$ cat src/rtl/apb_req_arbiter.sv
// apb_req_arbiter
// Shares one APB master port between NUM_REQ requesters using round-robin
// arbitration. One transfer is in flight at a time: IDLE -> SETUP -> ACCESS.
// A completion or timeout produces a one-cycle response pulse to the owner.
//
// Ports
//   pclk, preset            clock, synchronous active-high reset
//   req_valid/req_ready     per-requester request handshake (one-hot grant)
//   req_addr/write/wdata/strb  flattened per-requester transfer fields
//   rsp_valid/rsp_rdata/rsp_err  completion pulse, read data, error flag
//   psel..pstrb             APB master outputs
//   pready/prdata/pslverr   APB slave responses
module apb_req_arbiter #(
  parameter int unsigned NUM_REQ    = 4,
  parameter int unsigned ADDR_WIDTH = 32,
  parameter int unsigned DATA_WIDTH = 32,
  parameter int unsigned TIMEOUT    = 16
) (
  input  logic                              pclk,
  input  logic                              preset,
  input  logic [NUM_REQ-1:0]                req_valid,
  output logic [NUM_REQ-1:0]                req_ready,
  input  logic [NUM_REQ*ADDR_WIDTH-1:0]     req_addr,
  input  logic [NUM_REQ-1:0]                req_write,
  input  logic [NUM_REQ*DATA_WIDTH-1:0]     req_wdata,
  input  logic [NUM_REQ*DATA_WIDTH/8-1:0]   req_strb,
  output logic [NUM_REQ-1:0]                rsp_valid,
  output logic [DATA_WIDTH-1:0]             rsp_rdata,
  output logic                              rsp_err,
  output logic                              psel,
  output logic                              penable,
  output logic [ADDR_WIDTH-1:0]             paddr,
  output logic                              pwrite,
  output logic [DATA_WIDTH-1:0]             pwdata,
  output logic [DATA_WIDTH/8-1:0]           pstrb,
  input  logic                              pready,
  input  logic [DATA_WIDTH-1:0]             prdata,
  input  logic                              pslverr
);

  localparam int unsigned IDX_W  = (NUM_REQ > 1) ? $clog2(NUM_REQ) : 1;
  localparam int unsigned STRB_W = DATA_WIDTH / 8;
  localparam int unsigned CNT_W  = $clog2(TIMEOUT + 1);

  typedef enum logic [1:0] {
    IDLE   = 2'd0,
    SETUP  = 2'd1,
    ACCESS = 2'd2
  } state_t;

  state_t                 state_q, state_d;
  logic [IDX_W-1:0]       last_q, last_d;
  logic [IDX_W-1:0]       owner_q, owner_d;
  logic [ADDR_WIDTH-1:0]  addr_q, addr_d;
  logic                   write_q, write_d;
  logic [DATA_WIDTH-1:0]  wdata_q, wdata_d;
  logic [STRB_W-1:0]      strb_q, strb_d;
  logic [CNT_W-1:0]       wait_q, wait_d;
  logic [NUM_REQ-1:0]     rsp_valid_q, rsp_valid_d;
  logic [DATA_WIDTH-1:0]  rsp_rdata_q, rsp_rdata_d;
  logic                   rsp_err_q, rsp_err_d;

  logic                   grant_found;
  logic [IDX_W-1:0]       grant_idx;
  logic [NUM_REQ-1:0]     grant_onehot;
  int unsigned            cand;

  // Round-robin search starting one past the last granted requester.
  always_comb begin
    grant_found = 1'b0;
    grant_idx   = '0;
    cand        = 0;
    for (int unsigned k = 0; k < NUM_REQ; k++) begin
      cand = (32'(last_q) + 32'd1 + k) % NUM_REQ;
      if (!grant_found && req_valid[IDX_W'(cand)]) begin
        grant_found = 1'b1;
        grant_idx   = IDX_W'(cand);
      end
    end
  end

  always_comb begin
    grant_onehot = '0;
    if (grant_found) begin
      grant_onehot = NUM_REQ'(1) << grant_idx;
    end
  end

  // Grant is combinational and only offered while idle and out of reset.
  assign req_ready = (state_q == IDLE && !preset) ? grant_onehot : '0;

  always_comb begin
    state_d     = state_q;
    last_d      = last_q;
    owner_d     = owner_q;
    addr_d      = addr_q;
    write_d     = write_q;
    wdata_d     = wdata_q;
    strb_d      = strb_q;
    wait_d      = wait_q;
    rsp_valid_d = '0;
    rsp_rdata_d = '0;
    rsp_err_d   = 1'b0;
    case (state_q)
      IDLE: begin
        if (grant_found) begin
          state_d = SETUP;
          last_d  = grant_idx;
          owner_d = grant_idx;
          addr_d  = req_addr[grant_idx*ADDR_WIDTH +: ADDR_WIDTH];
          write_d = req_write[grant_idx];
          // Reads latch zero data/strobes so the bus shows 0 for them.
          wdata_d = req_write[grant_idx] ?
                    req_wdata[grant_idx*DATA_WIDTH +: DATA_WIDTH] : '0;
          strb_d  = req_write[grant_idx] ?
                    req_strb[grant_idx*STRB_W +: STRB_W] : '0;
          wait_d  = '0;
        end
      end
      SETUP: begin
        state_d = ACCESS;
      end
      ACCESS: begin
        if (pready) begin
          state_d     = IDLE;
          wait_d      = '0;
          rsp_valid_d = NUM_REQ'(1) << owner_q;
          rsp_rdata_d = write_q ? '0 : prdata;
          rsp_err_d   = pslverr;
        end else if (wait_q == CNT_W'(TIMEOUT - 1)) begin
          state_d     = IDLE;
          wait_d      = '0;
          rsp_valid_d = NUM_REQ'(1) << owner_q;
          rsp_rdata_d = '0;
          rsp_err_d   = 1'b1;
        end else begin
          wait_d = wait_q + CNT_W'(1);
        end
      end
      default: begin
        state_d = IDLE;
      end
    endcase
  end

  always_ff @(posedge pclk) begin
    if (preset) begin
      state_q     <= IDLE;
      last_q      <= IDX_W'(NUM_REQ - 1);
      owner_q     <= '0;
      addr_q      <= '0;
      write_q     <= 1'b0;
      wdata_q     <= '0;
      strb_q      <= '0;
      wait_q      <= '0;
      rsp_valid_q <= '0;
      rsp_rdata_q <= '0;
      rsp_err_q   <= 1'b0;
    end else begin
      state_q     <= state_d;
      last_q      <= last_d;
      owner_q     <= owner_d;
      addr_q      <= addr_d;
      write_q     <= write_d;
      wdata_q     <= wdata_d;
      strb_q      <= strb_d;
      wait_q      <= wait_d;
      rsp_valid_q <= rsp_valid_d;
      rsp_rdata_q <= rsp_rdata_d;
      rsp_err_q   <= rsp_err_d;
    end
  end

  assign psel      = (state_q != IDLE);
  assign penable   = (state_q == ACCESS);
  assign pwrite    = psel & write_q;
  assign pstrb     = psel ? strb_q : '0;
  assign paddr     = addr_q;
  assign pwdata    = wdata_q;
  assign rsp_valid = rsp_valid_q;
  assign rsp_rdata = rsp_rdata_q;
  assign rsp_err   = rsp_err_q;

endmodule

$ cat config.mk
export PLATFORM = sky130hd
export DESIGN_NAME = apb_req_arbiter
export DESIGN_NICKNAME = d
export VERILOG_FILES = /design/src/rtl/apb_req_arbiter.sv
export SDC_FILE = /design/constraint.sdc
export NUM_CORES = 1
export LEC_CHECK = 0
export CAP_MARGIN = 40
export CORE_AREA = 2 2 165 167
export CTS_BUF_LIST = sky130_fd_sc_hd__clkbuf_4 sky130_fd_sc_hd__clkbuf_8
export CTS_CLUSTER_SIZE = 20
export DETAILED_ROUTE_END_ITERATION = 10
export DIE_AREA = 0 0 167 169
export GPL_TIMING_DRIVEN = 0
export PLACE_DENSITY = 0.56
export REMOVE_ABC_BUFFERS = 1
export SYNTH_ARGS = -nofsm -noshare
export SYNTH_HDL_FRONTEND = slang
export SYNTH_SLANG_ARGS = --single-unit
$ cat constraint.sdc
create_clock -name pclk -period 3.4 [get_ports pclk]
set_input_delay 0.68 -clock pclk [delete_from_list [all_inputs] [get_ports pclk]]
set_output_delay 0.68 -clock pclk [all_outputs]
set_load 0.02 [all_outputs]
==> summary.md <==
- 27.9% — clock network fraction of total power
- 3320 ps — shortest period the worst path allows
- 17 — TritonCTS buffer count
- 12.3 mm — detailed-routed wire length on met2
- 167 um — die width
- 2.17 mm — Met3 Routed Length
- 427 — buffers added on ports
- 88.3% — synth-to-layout area growth
- 0 — initial antenna violation count
- 430 ps — Clock Latency Late Sink
- 117 — #FFs+latches synth
- 6,349 — via count of the first global-routing pass
- 426 nW/um^2 — power density over the cells
- 428 — io pins
- 821 ps — Least-Margin Pin Slew
- sky130_fd_sc_hd__dfxtp_1 — most common cell in the netlist
- 2720 ps — WP data required
- 16.5 ps — clock skew
- 0 — diode count
- 39.4% — area fraction of the dominant cell type after synthesis
- 4 — H-Tree Depth
- 0 — cts hold-fix bufs
- 1.56 mW — Switching Power
- 2,648 — number of inserted filler cells in the final layout
- buffers and inverters — dominant delay contributor by cell family on the critical path
- 2 — number of buffer and inverter instances along the worst setup path
- 0.791 — final weighted congestion in routability-driven placement
- 60 — Rows
- reg2reg — Worst Hold Class
- 17.7 um — mean routed wirelength per cell
- 24.7 mm — sum of routed wire length over all layers
- 0 — total DRC errors in the routed layout
- finished, final reports clean — result of the run
- 269 — iteration-0 DRC count of the detailed router
- 0 — Overflow after GRT
- 49 — largest net degree at the start of global routing
- 640 ps — crit-path max cell delay
- 0% — Synth async-reset ratio
- 0 — endpoints failing hold
- 37 — number of distinct library cell variants in the gate-level netlist after synthesis
- 0 — number of enable-type register cells in the synthesized netlist
- 80 ps — Worst-path clk slew
- 2640 ps — arrival time reported for the critical path endpoint
- -490 ps — pre-CTS WS
- 0.301 GHz — upper clock frequency limit
- input port — startpoint kind of the worst setup timing path
- 6 — maximum net fanout on the critical path
- 4.44 — ratio of routed vias to standard cells
- sky130_fd_sc_hd__dfxtp_1 39%, sky130_fd_sc_hd__mux4_2 14%, sky130_fd_sc_hd__nand2_1 6.6% — top cells by area, synth
- 26,500 um^2 — core box area
- output pin — critical path capture point type
- 6,183 — via count
- sky130_fd_sc_hd__dfxtp_1 — main flop type after synthesis
- 33.0% — register share of total power
- 117 — number of clock sinks seen by CTS
- 32.8% — switching share of power
- in2out — kind of critical path
- 0 — Final Slew Violations
- 0.225 mV — maximum vdd ir drop
- sky130_fd_sc_hd__dfxtp_1 — library cell occupying the most area in the post-synthesis netlist
- 39.0% — Logic pwr share
- 37.0 mm — first-pass GRT wire length
- 13.0% — layout cells sized above 1
- built — CTS tree
- 39.4% — Seq/Total Area, Yosys
- dlygate4sd2_1 -> a21oi_2 -> o32a_4 -> nor3_1 -> clkdlybuf4s50_1 — cells traversed along the worst timing path
- 0 — number of failing setup endpoints in the final timing report
- 169 um — die span in y
- 97.6% — ratio of final minimum period to clock period
- 4.08 nW — LEAKAGE
- sky130_fd_sc_hd__clkbuf_8 — root buffer cell
- 44.1% — Slew HR
- false — unrepaired setup endpoints after global routing
- 3.20 mW — Power Internal
- 18.9 mm — dpl hpwl
- 9.72 mm — detailed-route wire length on metal 1
- 28,200 um^2 — area enclosed by the die boundary
- 9.57 um^2 — mean cell area of the mapped netlist
- 117 x sky130_fd_sc_hd__dfxtp_1, 105 x sky130_fd_sc_hd__nand2_1, 77 x sky130_fd_sc_hd__a21oi_1 — top cells by count, synth
- 4 — number of search-and-repair iterations in the first detailed-routing pass
- 0 — max-cap check violation count
- 5940 um^2 — post-synthesis cell area
- sky130_fd_sc_hd__clkdlybuf4s50_1 — cell with the largest stage delay on the worst path
- 17.2% — global routing usage summed across all routing layers
- 1,356 — layout net count
- 2 — Clock Path Buffers
- 454 ps — minimum hold slack
- met4 — uppermost routed layer
- 22.4% — Initial Util
- 621 — Syn Inst Count
- 0 — count of nets left with antenna violations after detail routing
- 80.8 ps — worst path setup slack after routing
- 0 — Yosys warning count
logic make-up after synthesis:
family,after synthesis,share of synthesized area (%)
AO/OA/AOI/OAI,156,14.8
adder cells (fa/ha/maj),1,0.211
buffers and inverters,58,5.08
flip-flops,117,39.4
multiplexers,103,25.8
AND/OR/NAND/NOR,186,14.6
cell type report:
class / count / area [um^2] / share of cell area, %
multi-input combinational: 448 / 3390 / 30.3
clock inverter: 15 / 169 / 1.51
tap: 341 / 427 / 3.81
clock buffer: 17 / 234 / 2.09
timing repair buffer: 450 / 4610 / 41.2
inverter: 5 / 18.8 / 0.168
sequential: 117 / 2340 / 20.9
state kept, by name (all words and copies together), names as in the netlist:
register   count
state_q        2
write_q        1
wait_q         5
strb_q         4
last_q         2
rsp_err        1
rsp_rdata     32
paddr         32
owner_q        2
pwdata        32
rsp_valid      4
routing by layer:
| layer | track usage (%) | up-vias |
|---|---|---|
| met5 | 0 | - |
| met4 | 5.13 | 0 |
| met3 | 6.08 | 23 |
| met2 | 29.8 | 257 |
| met1 | 19.9 | 2837 |
| li1 | - | 3066 |
cell usage in the layout (no fill, tap or decap), types with 5 or more instances in the layout:
cell / Yosys / final
sky130_fd_sc_hd__o21ai_0: 11 / 11
sky130_fd_sc_hd__mux2_2: 32 / 32
sky130_fd_sc_hd__mux4_2: 36 / 36
sky130_fd_sc_hd__nor2b_1: 7 / 7
sky130_fd_sc_hd__nor2_1: 14 / 14
sky130_fd_sc_hd__o21ai_1: 29 / 29
sky130_fd_sc_hd__o211ai_1: 32 / 32
sky130_fd_sc_hd__buf_12: 0 / 6
sky130_fd_sc_hd__and2_1: 32 / 32
sky130_fd_sc_hd__inv_1: 5 / 5
sky130_fd_sc_hd__clkbuf_8: 0 / 17
sky130_fd_sc_hd__nand2b_1: 6 / 5
sky130_fd_sc_hd__mux2i_1: 34 / 33
sky130_fd_sc_hd__buf_4: 5 / 13
sky130_fd_sc_hd__a21oi_1: 77 / 76
sky130_fd_sc_hd__dfxtp_1: 117 / 117
sky130_fd_sc_hd__clkdlybuf4s50_1: 0 / 420
sky130_fd_sc_hd__nand2_1: 105 / 105
per-stage QoR:
| stage | utilization [%] | cells | TNS [ps] | instance area [um^2] | power, mW |
|---|---|---|---|---|---|
| CTS | 42.1 | 1393 | 0 | 11200 | 4.85 |
| global placement | 39.1 | 1336 | -545690 | 10400 | 3.45 |
| finish | 42.2 | 1393 | 0 | 11200 | 4.77 |
| global route | 42.2 | 1393 | 0 | 11200 | 5.06 |
| detailed placement | 40.3 | 1353 | -15010 | 10700 | 3.44 |
| floorplan | - | 568 | -186510 | 5660 | 2.55 |
path summary, 6_finish.rpt:
path	slack, ps	depth (start not counted)	end	startpoint
setup / recovery	80	5	req_ready[0]	req_valid[0]
hold / removal	450	2	strb_q[2]	strb_q[2]
setup reg to reg	570	9	pwdata[11]	last_q[1]
hold reg to reg	450	2	strb_q[2]	strb_q[2]
power groups by stage:
stage               Sequential, mW  Clock [mW]  Combinational [mW]
floorplan                     1.74           0               0.815
global placement              1.60           0                1.85
detailed placement            1.61           0                1.84
CTS                           1.58        1.39                1.89
global route                  1.59        1.46                2.01
finish                        1.57        1.33                1.86
timing repair:
item	in CTS	in global routing
pin swaps	2	0
setup endpoints to repair	5	18
hold endpoints to repair	0	0
cloned	2	0
resized for setup	7	6
buffers inserted	6	0
worst register-to-register path, delay by kind of cell, from the launching register on:
kind | cells | cell delay [ps]
compound gates | 3 | 520
simple gates | 2 | 510
flops | 1 | 460
buf+inv | 3 | 590
mux | 1 | 680
(Power assumes the default switching activity.)
